File: src/rtl/prog_loader_pkg.sv
// Shared definitions for the program loader: default geometry, byte width,
// the longest accepted program and the loader state encoding.
package prog_loader_pkg;

  localparam int DEF_ADDR_W = 5;
  localparam int DEF_DATA_W = 16;
  localparam int DEF_DEPTH  = 1 << DEF_ADDR_W;

  localparam int BYTE_W  = 8;
  localparam int LEN_MAX = DEF_DEPTH;

  typedef enum logic [2:0] {
    IDLE  = 3'd0,
    LEN   = 3'd1,
    HI    = 3'd2,
    LO    = 3'd3,
    WRITE = 3'd4,
    DONE  = 3'd5,
    CHK   = 3'd6
  } state_t;

  // States in which a new load may be started.
  function automatic logic can_start(state_t s);
    return (s == IDLE) || (s == DONE);
  endfunction

endpackage

File: src/rtl/prog_loader_if.sv
// Byte-stream input and instruction-memory write port of the program loader.
//
// Handshake: a byte moves on a rising clk edge where byte_valid && byte_ready.
// byte_ready is registered and depends on loader state only, never on
// byte_valid; the source may hold byte_valid high or drop it at any time, and
// byte_in must be stable whenever byte_valid is high. wr_en is a one-cycle
// strobe per word; wr_addr/wr_data hold their last values when wr_en is low,
// so the memory must qualify writes with wr_en.
interface prog_loader_if #(
  parameter int ADDR_W = 5,
  parameter int DATA_W = 16
);

  logic [7:0]        byte_in;
  logic              byte_valid;
  logic              byte_ready;
  logic              wr_en;
  logic [ADDR_W-1:0] wr_addr;
  logic [DATA_W-1:0] wr_data;

  // Byte source and memory side.
  modport master (
    output byte_in,
    output byte_valid,
    input  byte_ready,
    input  wr_en,
    input  wr_addr,
    input  wr_data
  );

  // The loader itself.
  modport slave (
    input  byte_in,
    input  byte_valid,
    output byte_ready,
    output wr_en,
    output wr_addr,
    output wr_data
  );

endinterface

File: src/rtl/prog_loader_byte_pair_asm.sv
// Byte pair assembler: latches the high byte of a word and presents the full
// word as {latched high byte, current byte} so the low byte can be written in
// the same edge it is accepted.
module byte_pair_asm
  import prog_loader_pkg::*;
(
  input  logic                clk,
  input  logic                reset,
  input  logic                clear,
  input  logic                hi_load,
  input  logic [BYTE_W-1:0]   byte_in,
  output logic [2*BYTE_W-1:0] word
);

  logic [BYTE_W-1:0] hi_q;

  // High-byte latch, cleared on reset and at the start of every load.
  always_ff @(posedge clk) begin
    if (reset || clear) begin
      hi_q <= '0;
    end else if (hi_load) begin
      hi_q <= byte_in;
    end
  end

  assign word = {hi_q, byte_in};

endmodule

File: src/rtl/prog_loader.sv
// Program loader: fills instruction memory from a byte stream.
// Stream format: length byte N (1..DEPTH), then N words high byte first.
// Words go to addresses 0..N-1; cpu_hold stays high until the image is in.
// Build option: define PROG_LOADER_CHECKSUM_EN to require a trailing XOR
// checksum byte covering the length byte and all data bytes.
module prog_loader
  import prog_loader_pkg::*;
#(
  parameter int ADDR_W = DEF_ADDR_W,
  parameter int DATA_W = DEF_DATA_W,
  parameter int DEPTH  = DEF_DEPTH
) (
  input  logic         clk,
  input  logic         reset,
  input  logic         start,
  prog_loader_if.slave bus,
  output logic         cpu_hold,
  output logic         busy,
  output logic         done,
  output logic         err,
  output state_t       dbg_state
);

  // One extra bit so a count of DEPTH words is representable.
  localparam int CNT_W = ADDR_W + 1;
  localparam logic [BYTE_W-1:0] LEN_TOP = BYTE_W'(DEPTH);

  state_t            state_q;
  logic [CNT_W-1:0]  len_q;
  logic [CNT_W-1:0]  cnt_q;
  logic              byte_ready_q;
  logic              wr_en_q;
  logic [ADDR_W-1:0] wr_addr_q;
  logic [DATA_W-1:0] wr_data_q;
  logic [DATA_W-1:0] word;
  logic              xfer;
  logic              load_go;
  logic              len_ok;
  logic              last_word;

`ifdef PROG_LOADER_CHECKSUM_EN
  logic [BYTE_W-1:0] csum_q;
`endif

  assign xfer      = bus.byte_valid && byte_ready_q;
  assign load_go   = start && can_start(state_q);
  assign len_ok    = (bus.byte_in != '0) && (bus.byte_in <= LEN_TOP);
  assign last_word = ((cnt_q + CNT_W'(1)) == len_q);

  byte_pair_asm u_asm (
    .clk     (clk),
    .reset   (reset),
    .clear   (load_go),
    .hi_load (xfer && (state_q == HI)),
    .byte_in (bus.byte_in),
    .word    (word)
  );

  // Loader FSM with all outputs registered; wr_en defaults low so it pulses.
  always_ff @(posedge clk) begin
    if (reset) begin
      state_q      <= IDLE;
      len_q        <= '0;
      cnt_q        <= '0;
      byte_ready_q <= 1'b0;
      wr_en_q      <= 1'b0;
      wr_addr_q    <= '0;
      wr_data_q    <= '0;
      cpu_hold     <= 1'b0;
      busy         <= 1'b0;
      done         <= 1'b0;
      err          <= 1'b0;
`ifdef PROG_LOADER_CHECKSUM_EN
      csum_q       <= '0;
`endif
    end else begin
      wr_en_q <= 1'b0;
      case (state_q)
        IDLE, DONE: begin
          if (start) begin
            state_q      <= LEN;
            len_q        <= '0;
            cnt_q        <= '0;
            byte_ready_q <= 1'b1;
            cpu_hold     <= 1'b1;
            busy         <= 1'b1;
            done         <= 1'b0;
            err          <= 1'b0;
`ifdef PROG_LOADER_CHECKSUM_EN
            csum_q       <= '0;
`endif
          end
        end

        LEN: begin
          if (xfer) begin
`ifdef PROG_LOADER_CHECKSUM_EN
            csum_q <= csum_q ^ bus.byte_in;
`endif
            if (len_ok) begin
              len_q   <= CNT_W'(bus.byte_in);
              state_q <= HI;
            end else begin
              // Bad length: report and finish without touching memory.
              state_q      <= DONE;
              byte_ready_q <= 1'b0;
              cpu_hold     <= 1'b0;
              busy         <= 1'b0;
              done         <= 1'b1;
              err          <= 1'b1;
            end
          end
        end

        HI: begin
          if (xfer) begin
`ifdef PROG_LOADER_CHECKSUM_EN
            csum_q <= csum_q ^ bus.byte_in;
`endif
            state_q <= LO;
          end
        end

        LO: begin
          if (xfer) begin
`ifdef PROG_LOADER_CHECKSUM_EN
            csum_q <= csum_q ^ bus.byte_in;
`endif
            state_q      <= WRITE;
            byte_ready_q <= 1'b0;
            wr_en_q      <= 1'b1;
            wr_addr_q    <= cnt_q[ADDR_W-1:0];
            wr_data_q    <= word;
          end
        end

        WRITE: begin
          cnt_q <= cnt_q + CNT_W'(1);
          if (last_word) begin
`ifdef PROG_LOADER_CHECKSUM_EN
            state_q      <= CHK;
            byte_ready_q <= 1'b1;
`else
            state_q      <= DONE;
            byte_ready_q <= 1'b0;
            cpu_hold     <= 1'b0;
            busy         <= 1'b0;
            done         <= 1'b1;
`endif
          end else begin
            state_q      <= HI;
            byte_ready_q <= 1'b1;
          end
        end

`ifdef PROG_LOADER_CHECKSUM_EN
        CHK: begin
          if (xfer) begin
            if (bus.byte_in != csum_q) begin
              err <= 1'b1;
            end
            state_q      <= DONE;
            byte_ready_q <= 1'b0;
            cpu_hold     <= 1'b0;
            busy         <= 1'b0;
            done         <= 1'b1;
          end
        end
`endif

        default: begin
          state_q      <= IDLE;
          byte_ready_q <= 1'b0;
          cpu_hold     <= 1'b0;
          busy         <= 1'b0;
        end
      endcase
    end
  end

  assign bus.byte_ready = byte_ready_q;
  assign bus.wr_en      = wr_en_q;
  assign bus.wr_addr    = wr_addr_q;
  assign bus.wr_data    = wr_data_q;
  assign dbg_state      = state_q;

endmodule

File: src/flat_wrapper.sv
// flat-port wrapper written by rule: the top's interface ports become plain ports
module prog_loader_flat import prog_loader_pkg::*;
#(
  parameter int ADDR_W = DEF_ADDR_W,
  parameter int DATA_W = DEF_DATA_W,
  parameter int DEPTH  = DEF_DEPTH
)
  (clk, reset, start, cpu_hold, busy, done, err, dbg_state, bus_byte_in, bus_byte_valid, bus_byte_ready, bus_wr_en, bus_wr_addr, bus_wr_data);
  prog_loader_if #(.ADDR_W(ADDR_W), .DATA_W(DATA_W)) bus_i ();
  input  logic clk;
  input  logic reset;
  input  logic start;
  output logic cpu_hold;
  output logic busy;
  output logic done;
  output logic err;
  output state_t dbg_state;
  input wire logic [$bits(bus_i.byte_in)-1:0] bus_byte_in;
  input wire logic [$bits(bus_i.byte_valid)-1:0] bus_byte_valid;
  output wire logic [$bits(bus_i.byte_ready)-1:0] bus_byte_ready;
  output wire logic [$bits(bus_i.wr_en)-1:0] bus_wr_en;
  output wire logic [$bits(bus_i.wr_addr)-1:0] bus_wr_addr;
  output wire logic [$bits(bus_i.wr_data)-1:0] bus_wr_data;
  assign bus_i.byte_in = bus_byte_in;
  assign bus_i.byte_valid = bus_byte_valid;
  assign bus_byte_ready = bus_i.byte_ready;
  assign bus_wr_en = bus_i.wr_en;
  assign bus_wr_addr = bus_i.wr_addr;
  assign bus_wr_data = bus_i.wr_data;
  prog_loader #(.ADDR_W(ADDR_W), .DATA_W(DATA_W), .DEPTH(DEPTH)) u_core (.clk(clk), .reset(reset), .start(start), .bus(bus_i), .cpu_hold(cpu_hold), .busy(busy), .done(done), .err(err), .dbg_state(dbg_state));
endmodule
File: config.mk
export PLATFORM = sky130hd
export DESIGN_NAME = prog_loader_flat
export DESIGN_NICKNAME = d
export VERILOG_FILES = /design/src/rtl/prog_loader_pkg.sv /design/src/rtl/prog_loader_if.sv /design/src/rtl/prog_loader_byte_pair_asm.sv /design/src/rtl/prog_loader.sv /design/src/flat_wrapper.sv
export SDC_FILE = /design/constraint.sdc
export NUM_CORES = 1
export LEC_CHECK = 0
export ABC_AREA = 1
export CAP_MARGIN = 25
export CORE_MARGIN = 3
export CORE_UTILIZATION = 50
export DETAILED_ROUTE_END_ITERATION = 12
export PLACE_DENSITY = 0.77
export SYNTH_ARGS = -nofsm -noshare
export SYNTH_HDL_FRONTEND = slang
export SYNTH_SLANG_ARGS = --single-unit
File: constraint.sdc
create_clock -name clk -period 2.5 [get_ports clk]
set_input_delay 0.25 -clock clk [delete_from_list [all_inputs] [get_ports clk]]
set_output_delay 0.25 -clock clk [all_outputs]
set_load 0.01 [all_outputs]
==> results of run 1 <==
## Yosys cell counts
cell,n
a21oi_2,4
nand3b_1,1
buf_6,1
nand2_1,77
a22oi_1,2
o21ai_1,14
nand3_1,25
dfxtp_1,49
buf_2,1
nor2_2,3
nor2_1,65
buf_4,4
clkbuf_1,6
inv_1,24
o21bai_1,1
o21ai_2,2
nand2_2,2
ha_1,1
inv_2,10
nand2_4,2
o21ai_0,10
nand4_1,4
a21oi_1,23
a32oi_1,1
o22ai_2,1
nor2_4,1
## power groups by stage
stage	Sequential [mW]	Clock [mW]	Combinational (mW)
6_report	0.927	0.587	0.936
4_1_cts	0.927	0.599	0.939
2_1_floorplan	0.949	0	0.694
3_3_place_gp	0.943	0	0.910
5_1_grt	0.937	0.631	1.07
3_5_place_dp	0.944	0	0.933
## worst max path at each step
stage                               end  depth (start not counted)       startpoint
floorplan           u_core.dbg_state[1]                         12  u_core.cnt_q[1]
detailed placement      u_core.len_q[2]                         11   bus_byte_in[0]
global route            u_core.len_q[3]                         11   bus_byte_in[1]
finish                  u_core.len_q[2]                         11   bus_byte_in[0]
global placement        u_core.len_q[4]                         11   bus_byte_in[0]
CTS                     u_core.len_q[2]                         11   bus_byte_in[0]
## stage by stage
step	hold WS, ns	std cells
6_report	0.4693	426
5_1_grt	0.4850	426
4_1_cts	0.4685	426
3_5_place_dp	0.4546	418
3_3_place_gp	0.4488	418
2_1_floorplan	0.3191	334
## kinds of logic after synthesis
logic type               after synthesis
flip-flops                            49
AO/OA/AOI/OAI                         58
buffers and inverters                 46
adder cells (fa/ha/maj)                1
AND/OR/NAND/NOR                      180
## sequential cells by signal, summed over array words and instances, names as in the netlist
signal / cells
u_core.dbg_state: 3
u_core.bus.wr_en: 1
u_core.bus.byte_ready: 1
u_core.bus.wr_data: 16
u_core.u_asm.hi_q: 8
u_core.bus.wr_addr: 5
u_core.busy: 1
u_core.done: 1
u_core.cnt_q: 6
u_core.len_q: 6
u_core.err: 1
## cell type report
class	count	share of cell area
well taps	50	0.02207
repair buffers	46	0.1580
inverters	34	0.04501
clock buffers	5	0.02427
multi-input cells	239	0.3879
clock inverters	3	0.01677
flip-flops and latches	49	0.3460
## per-layer routing
layer  vias up  track usage  wire, um
met5         -            0         0
met4         0      0.06237        55
met3         7      0.04925       294
met2        51       0.3238      2426
met1       997       0.2926      2551
li1       1147            -         -
## critical path: stages
cell,delay (ns)
clkdlybuf4s50_1,0.47
nor2_1,0.14
nand4_1,0.12
nand2_1,0.08
nand2_1,0.05
nor2_1,0.16
nand2_2,0.11
a21oi_2,0.43
nand2_1,0.10
nand2_1,0.08
nor2_1,0.04
==> flow_metrics.tcl, run 1 <==
set metrics [dict create \
    run_status "finished, final reports clean" \
    portBuffers 41 \
    cts_tree "yes" \
    power_density_nw_per_um2 863.8 \
    gp_congestion 0.8743 \
    fp.dieW_um 73.49 \
    synthXorXnorAreaFrac 0 \
    synth_mux_area_frac 0 \
    worstRegToRegCells 12 \
    fillers 386 \
    drtAntennaViolNets 0 \
    io_pins 42 \
    synth_adder_area_share 0.005495 \
    fp.coreArea_um2 4202 \
    vias 2202 \
    synth_compound_area_frac 0.1456 \
    yosys.area_share.simple 0.3319 \
    start_kind "primary input" \
    rows 23 \
    ctsRootBufferMaster "clkbuf_8" \
    fin_util 0.6748 \
    timing.fmax_ghz 0.5446 \
    pwr-share-comb 0.382 \
    synth_area_leaders "dfxtp_1 43%, nand2_1 13%, nor2_1 11%" \
    internal_power_mw 1.512 \
    syn_area_per_cell_um2 6.818 \
    holdBufCountCts 0 \
    hold_viol 0 \
    synthDistinctLibCells 26 \
    worst_pin_slew_ns 0.5131 \
    drc 0 \
    hp-start "u_core.u_asm.hi_q[7]" \
    antenna_found_initial 0 \
    diodes 0 \
    avgViaCountPerCell 5.169 \
    synth_top_cell_by_area "dfxtp_1" \
    cap_violations 0 \
    grt_max_degree 29 \
    syn_inst 334 \
    finalNetCount 388 \
    layout_common_cells "77 x nand2_1, 65 x nor2_1, 49 x dfxtp_1" \
    power.leakage_nw 1.156 \
    pwr-share-clk 0.239 \
    switchingPower_uw 937.4 \
    required_ns 2.70 \
    start_util 0.5420 \
    numCtsBuffers 5 \
    cts_sinks 49 \
    fin_area_um2 2835 \
    worstPathArrival_ns 2.04 \
    syn_area_um2 2277 \
    synth_top_family_by_area "simple AND/OR/NAND/NOR gates" \
    sequentialPowerShare 0.378 \
    multiInputGateArea_um2 1100 \
    hold_depth 2 \
    endpoint_kind "flip-flop" \
    yosysTopAreaCellShare 0.4308 \
    clock_path_buffers 2 \
    timing.rr.end "u_core.busy" \
    final.setup_skew_ns 0.007013 \
    syn2layout_area_growth_pct 24.51 \
    cts_setup_buffers 0 \
    ys_warn_count 0 \
    relSlewSlack 0.6576 \
    cts_resized 0 \
    grt-ovfl-total 0 \
    fin_crit_ns 1.836 \
    rsz0062_at_grt "no" \
    finalSetupViolCount 0 \
    final_common_cell "nand2_1" \
    r2r-start "u_core.cnt_q[1]" \
    setup_slack_ns 0.6639 \
    grt_pass1_wl_um 9052 \
    ir_worst_vdd_mv 0.5446 \
    firstDrtPassIters 4 \
    ys_ff_latch 49 \
    die_area_um2 5400 \
    crit_type "in2reg" \
    regArea_um2 980.9 \
    clk_latency_ns 0.31 \
    worstHoldPathType "reg2reg" \
    detail_route.wl_per_cell_um 12.50 \
    drt_iter0_markers 188 \
    placed_cell_area_um2 2719 \
    swShare 0.3827 \
    drt-total-wl_um 5327 \
    power.total_mw 2.449 \
    cp_max_fo 12 \
    synth_nets 347 \
    ys_seq_area_frac 0.4308 \
    reg2reg_slack_ns 0.73 \
    dp_slack_ns 0.4072 \
    grt_pass1_vias 2036 \
    drive_gt1_frac 0.1011 \
    tns_ns 0 \
    holdPathEnd "u_core.u_asm.hi_q[7]" \
    fp.dieH_um 73.49 \
    grt_usage 0.2105 \
    finalCritPeriodShare 0.7344 \
    dp_hpwl_um 3998 \
    ctsHtreeMaxLevel 2 \
    clk_pin_slew_ns 0.09 \
    final_max_slew_viol_count 0 \
]
Note: power is estimated with default switching activity, not from simulation.
==> run 2, diff against run 1 <==
Settings changed: CORE_UTILIZATION 50 to 47, PLACE_DENSITY 0.77 to 0.76.
Clock period 2.5 ns to 1.5 ns, I/O delays scaled along.
==> flow_metrics.tcl, run 2 (synthesis gave the netlist of run 1 again) <==
set metrics [dict create \
    hold_ws_ns 0.4717 \
    die_area_um2 5716 \
    cpMaxStageDelayCell "dfxtp_4" \
    pwr-share-comb 0.452 \
    start_kind "flip-flop" \
    swShare 0.4027 \
    dp_hpwl_um 4265 \
    drc 0 \
    finalCritPeriodShare 1.036 \
    worstHoldPathType "reg2reg" \
    vias 2413 \
    ctsRootBufferMaster "clkbuf_8" \
    worst-path-buf-inv 1 \
    reg2reg_slack_ns -0.05 \
    relSlewSlack 0.7938 \
    grt_pass1_vias 2235 \
    run_status "finished, violations left" \
    worst_pin_slew_ns 0.3081 \
    grt_max_degree 28 \
    cp_max_fo 5 \
    crit_start "u_core.cnt_q[1]" \
    sequentialPowerShare 0.353 \
    hp-start "u_core.u_asm.hi_q[2]" \
    fp.coreArea_um2 4504 \
    detail_route.wl_per_cell_um 13.00 \
    grt_pass1_wl_um 9680 \
    pwr-share-clk 0.195 \
    clk_latency_ns 0.32 \
    internal_power_mw 2.600 \
    crit_type "reg2reg" \
    rsz0062_at_grt "yes" \
    clk_pin_slew_ns 0.10 \
    drtAntennaViolNets 0 \
    diodes 0 \
    firstDrtPassIters 5 \
    clock_path_buffers 2 \
    crit_path_cell_trace "ha_4, inv_1, nand2_2, nand2_2, nand2_2, nand2_2, nand2_2, nor2_2, nand3_2, nand2_4, nand2_1, nand2_1, a21oi_2" \
    numCtsBuffers 5 \
    portBuffers 41 \
    start_util 0.5056 \
    fp.dieW_um 75.61 \
    drive_gt1_frac 0.2670 \
    largest_reg_flops 16 \
    io_pins 42 \
    r2r-start "u_core.cnt_q[1]" \
    layout_common_cells "64 x nand2_1, 58 x nor2_1, 44 x dfxtp_1" \
    drt-total-wl_um 6034 \
    cap_violations 0 \
    grt_usage 0.2205 \
    rows 24 \
    switchingPower_mw 1.753 \
    endpoint "u_core.dbg_state[1]" \
    crit_family "simple AND/OR/NAND/NOR gates" \
    drt_iter0_markers 193 \
    cts_tree "yes" \
    hold_viol 0 \
    endpoint_kind "flip-flop" \
    fin_crit_ns 1.554 \
    setup_slack_ns -0.05446 \
    slowest_delay_ns 0.37 \
    fillers 355 \
    cts_sinks 49 \
    antenna_found_initial 0 \
    gp_congestion 0.8352 \
    final_max_slew_viol_count 0 \
    timing.fmax_ghz 0.6433 \
    power.leakage_nw 1.360 \
    required_ns 1.71 \
    crit_path_frequent_cell "nand2_2" \
    power_density_nw_per_um2 1334 \
    finalNetCount 424 \
    ir_worst_vdd_mv 1.194 \
    crit_cells 13 \
    ctsHtreeMaxLevel 2 \
    holdBufCountCts 0 \
    power.total_mw 4.353 \
    violations "negative setup slack" \
    syn2layout_area_growth_pct 43.35 \
    avgViaCountPerCell 5.200 \
    final_common_cell "nand2_1" \
    worstRegToRegCells 13 \
    timing.rr.end "u_core.dbg_state[1]" \
    finalSetupViolCount 6 \
    worstPathArrival_ns 1.76 \
    final.setup_skew_ns 0.01235 \
    fp.dieH_um 75.61 \
    grt-ovfl-total 0 \
]
==> run 2: changes by cell type in the layout (fill, tap and decap cells not counted), sizes merged <==
cell and delta:
buf +36, bufinv -1, clkdlybuf4s50 -1, clkinv +1, dlymetal6s2s +1
==> run 2: power by group through the flow <==
stage	logic [mW]	clock network [mW]	registers, mW
after floorplan	1.16	0	1.58
after global placement	1.73	0	1.55
after detailed placement	1.76	0	1.55
after CTS	1.81	0.868	1.53
after global routing	2.18	0.921	1.55
final	1.97	0.849	1.54
==> run 2: repair_timing <==
item / CTS / global route
setup endpoints to repair: 8 / 44
pin swaps: 0 / 15
buffers inserted: 0 / 1
gates resized for setup: 12 / 33
cloned: 0 / 0
==> run 2: worst min path at each step <==
stage | cells past startpoint | slack [ns] | endpoint
final | 2 | 0.47 | u_core.u_asm.hi_q[2]
after global routing | 2 | 0.48 | u_core.u_asm.hi_q[1]
after CTS | 2 | 0.47 | u_core.u_asm.hi_q[1]
after detailed placement | 2 | 0.46 | u_core.u_asm.hi_q[1]
after global placement | 2 | 0.45 | u_core.u_asm.hi_q[3]
after floorplan | 1 | 0.22 | u_core.cnt_q[5]
==> run 2: routing by layer <==
layer	routed length, um	vias up	GRT usage
met4	123	0	0.08155
met3	285	11	0.04617
met5	0	-	0
met2	2931	63	0.3691
met1	2695	1118	0.2795
li1	-	1221	-
==> run 2: worst min-delay path, cell delays in order (launching register included) <==
cell	delay, ns
dfxtp_1	0.32
nand2_1	0.06
a21oi_1	0.05
==> run 2: through the flow <==
step,setup TNS (ns),setup slack [ns],utilization,cells,area [um2]
3_5_place_dp,-2.948,-0.2594,0.6681,455,3009
5_1_grt,-1.673,-0.1918,0.7247,464,3264
3_3_place_gp,-2.477,-0.2204,0.6681,455,3009
6_report,-0.1979,-0.05446,0.7247,464,3264
2_1_floorplan,0,0.02784,-,334,2277
4_1_cts,-0.1444,-0.03029,0.6981,463,3144
==> run 2: cell type report <==
cell class              instances  area (um2)  area share
clock buffers                   5       68.82     0.02108
repair buffers                 82       749.5      0.2296
multi-input cells             239        1235      0.3783
well taps                      52       65.06     0.01993
inverters                      34       127.6     0.03910
flip-flops and latches         49       989.7      0.3032
clock inverters                 3       28.78    0.008816
==> run 3, diff against run 2 <==
Settings changed: CORE_MARGIN 3 to 4, PLACE_DENSITY 0.76 to 0.87.
==> flow_metrics.tcl, run 3 (synthesis gave the netlist of run 1 again) <==
set metrics [dict create \
    setup_slack_ns -0.1411 \
    clk_pin_slew_ns 0.10 \
    crit_type "reg2reg" \
    dp_hpwl_um 4366 \
    fp.dieW_um 77.61 \
    cp_max_fo 4 \
    required_ns 1.75 \
    finalSetupViolCount 12 \
    detail_route.wl_per_cell_um 14.71 \
    rows 25 \
    relSlewSlack 0.8218 \
    fp.dieH_um 77.61 \
    top_layer "met4" \
    cap_violations 0 \
    firstDrtPassIters 7 \
    portBuffers 41 \
    grt_pass1_wl_um 10410 \
    drt_iter0_markers 182 \
    internal_power_mw 2.868 \
    drive_gt1_frac 0.2768 \
    gp_congestion 0.8687 \
    hold_ws_ns 0.2448 \
    sequentialPowerShare 0.325 \
    drtAntennaViolNets 0 \
    ctsRootBufferMaster "clkbuf_8" \
    cts_sinks 49 \
    reg2reg_slack_ns -0.14 \
    start_util 0.4821 \
    numCtsBuffers 5 \
    syn2layout_area_growth_pct 49.29 \
    fin_crit_ns 1.641 \
    vias 2622 \
    drt-total-wl_um 7147 \
    cts_tree "yes" \
    placed_cell_area_um2 3005 \
    power.leakage_nw 1.466 \
    switchingPower_mw 1.942 \
    holdBufCountCts 0 \
    ctsHtreeMaxLevel 2 \
    pwr-share-comb 0.494 \
    dp.cells 467 \
    worstPathArrival_ns 1.89 \
    worstHoldPathType "in2reg" \
    fp.coreArea_um2 4723 \
    stdcell_count 486 \
    grt_max_degree 30 \
    wl_met1_um 2875 \
    grt-ovfl-total 0 \
    run_status "finished, violations left" \
    final_common_cell "nand2_1" \
    swShare 0.4037 \
    avgViaCountPerCell 5.395 \
    fin_area_um2 3400 \
    largest_reg_flops 16 \
    final.setup_skew_ns 0.007436 \
    crit_path_frequent_cell "inv_2" \
    endpoint_kind "flip-flop" \
    worst_pin_slew_ns 0.2672 \
    timing.fmax_ghz 0.6094 \
    final_max_slew_viol_count 0 \
    cpMaxStageDelayCell "dfxtp_2" \
    finalNetCount 431 \
    hold_viol 0 \
    grt_usage 0.2137 \
    clock_path_buffers 2 \
    die_area_um2 6023 \
    wl_met3_um 506 \
    start_kind "flip-flop" \
    slowest_delay_ns 0.37 \
    antenna_found_initial 0 \
    wl_met2_um 3552 \
    drc 0 \
    grt_pass1_vias 2443 \
    finalCritPeriodShare 1.094 \
    clk_latency_ns 0.32 \
    power_density_nw_per_um2 1415 \
    pwr-share-clk 0.182 \
    layout_common_cells "70 x nand2_1, 58 x nor2_1, 42 x dfxtp_1" \
    io_pins 42 \
    tns_ns -0.5633 \
    ir_worst_vdd_mv 1.211 \
    rsz0062_at_grt "yes" \
    diodes 0 \
    fillers 325 \
    crit_path_cell_trace "inv_4, buf_12, a21oi_4, nand2_4, o22ai_4, nor2_2, inv_2, nand2_2, inv_2, nand2_1, a21oi_2" \
    violations "negative setup slack" \
]
run 3: worst max-delay path: cells and delay by family (launching register included):
kind	cells	cell delay [ns]
flip-flops	1	0.37
AO/OA/AOI/OAI	3	0.57
buffers and inverters	4	0.30
AND/OR/NAND/NOR	4	0.34
run 3: layout make-up:
class / count / area, um2 / area share
clock buffers: 6 / 82.58 / 0.02429
inverters: 34 / 130.1 / 0.03828
multi-input cells: 239 / 1244 / 0.3658
clock inverters: 2 / 17.52 / 0.005153
flip-flops and latches: 49 / 997.2 / 0.2933
well taps: 67 / 83.83 / 0.02466
repair buffers: 89 / 844.6 / 0.2484
run 3: layer usage:
metal / vias up / track usage
met2: 145 / 0.3613
met5: - / 0
met4: 0 / 0.1139
met1: 1213 / 0.2457
li1: 1236 / -
met3: 28 / 0.05452
run 3: final timing paths:
kind                                           start               endpoint  depth (start not counted)
worst max-delay path             u_core.dbg_state[0]    u_core.dbg_state[1]                         11
worst min-delay path                  bus_byte_in[3]  u_core.bus.wr_data[3]                          4
worst max register to register   u_core.dbg_state[0]    u_core.dbg_state[1]                         11
worst min register to register  u_core.u_asm.hi_q[5]   u_core.u_asm.hi_q[5]                          2
run 3: power by group through the flow:
stage	Combinational, mW	Sequential (mW)	Clock (mW)
finish	2.38	1.56	0.873
global route	2.57	1.58	0.948
CTS	1.78	1.54	0.871
detailed placement	1.74	1.56	0
global placement	1.70	1.56	0
floorplan	1.16	1.58	0
run 3: stage by stage:
stage / util / setup WS, ns / power [mW]
after floorplan: - / 0.02784 / 2.738
after global placement: 0.6363 / -0.2049 / 3.252
after detailed placement: 0.6363 / -0.2480 / 3.304
after CTS: 0.6644 / -0.02607 / 4.190
after global routing: 0.7197 / -0.2602 / 5.091
final: 0.7197 / -0.1411 / 4.811
run 3: timing repair:
action	4_1_cts	5_1_grt
buffers inserted	0	10
endpoints found under the setup margin	12	49
gates resized for setup	11	51
pin swaps	8	19
endpoints found under the hold margin	0	0
gates cloned	0	1
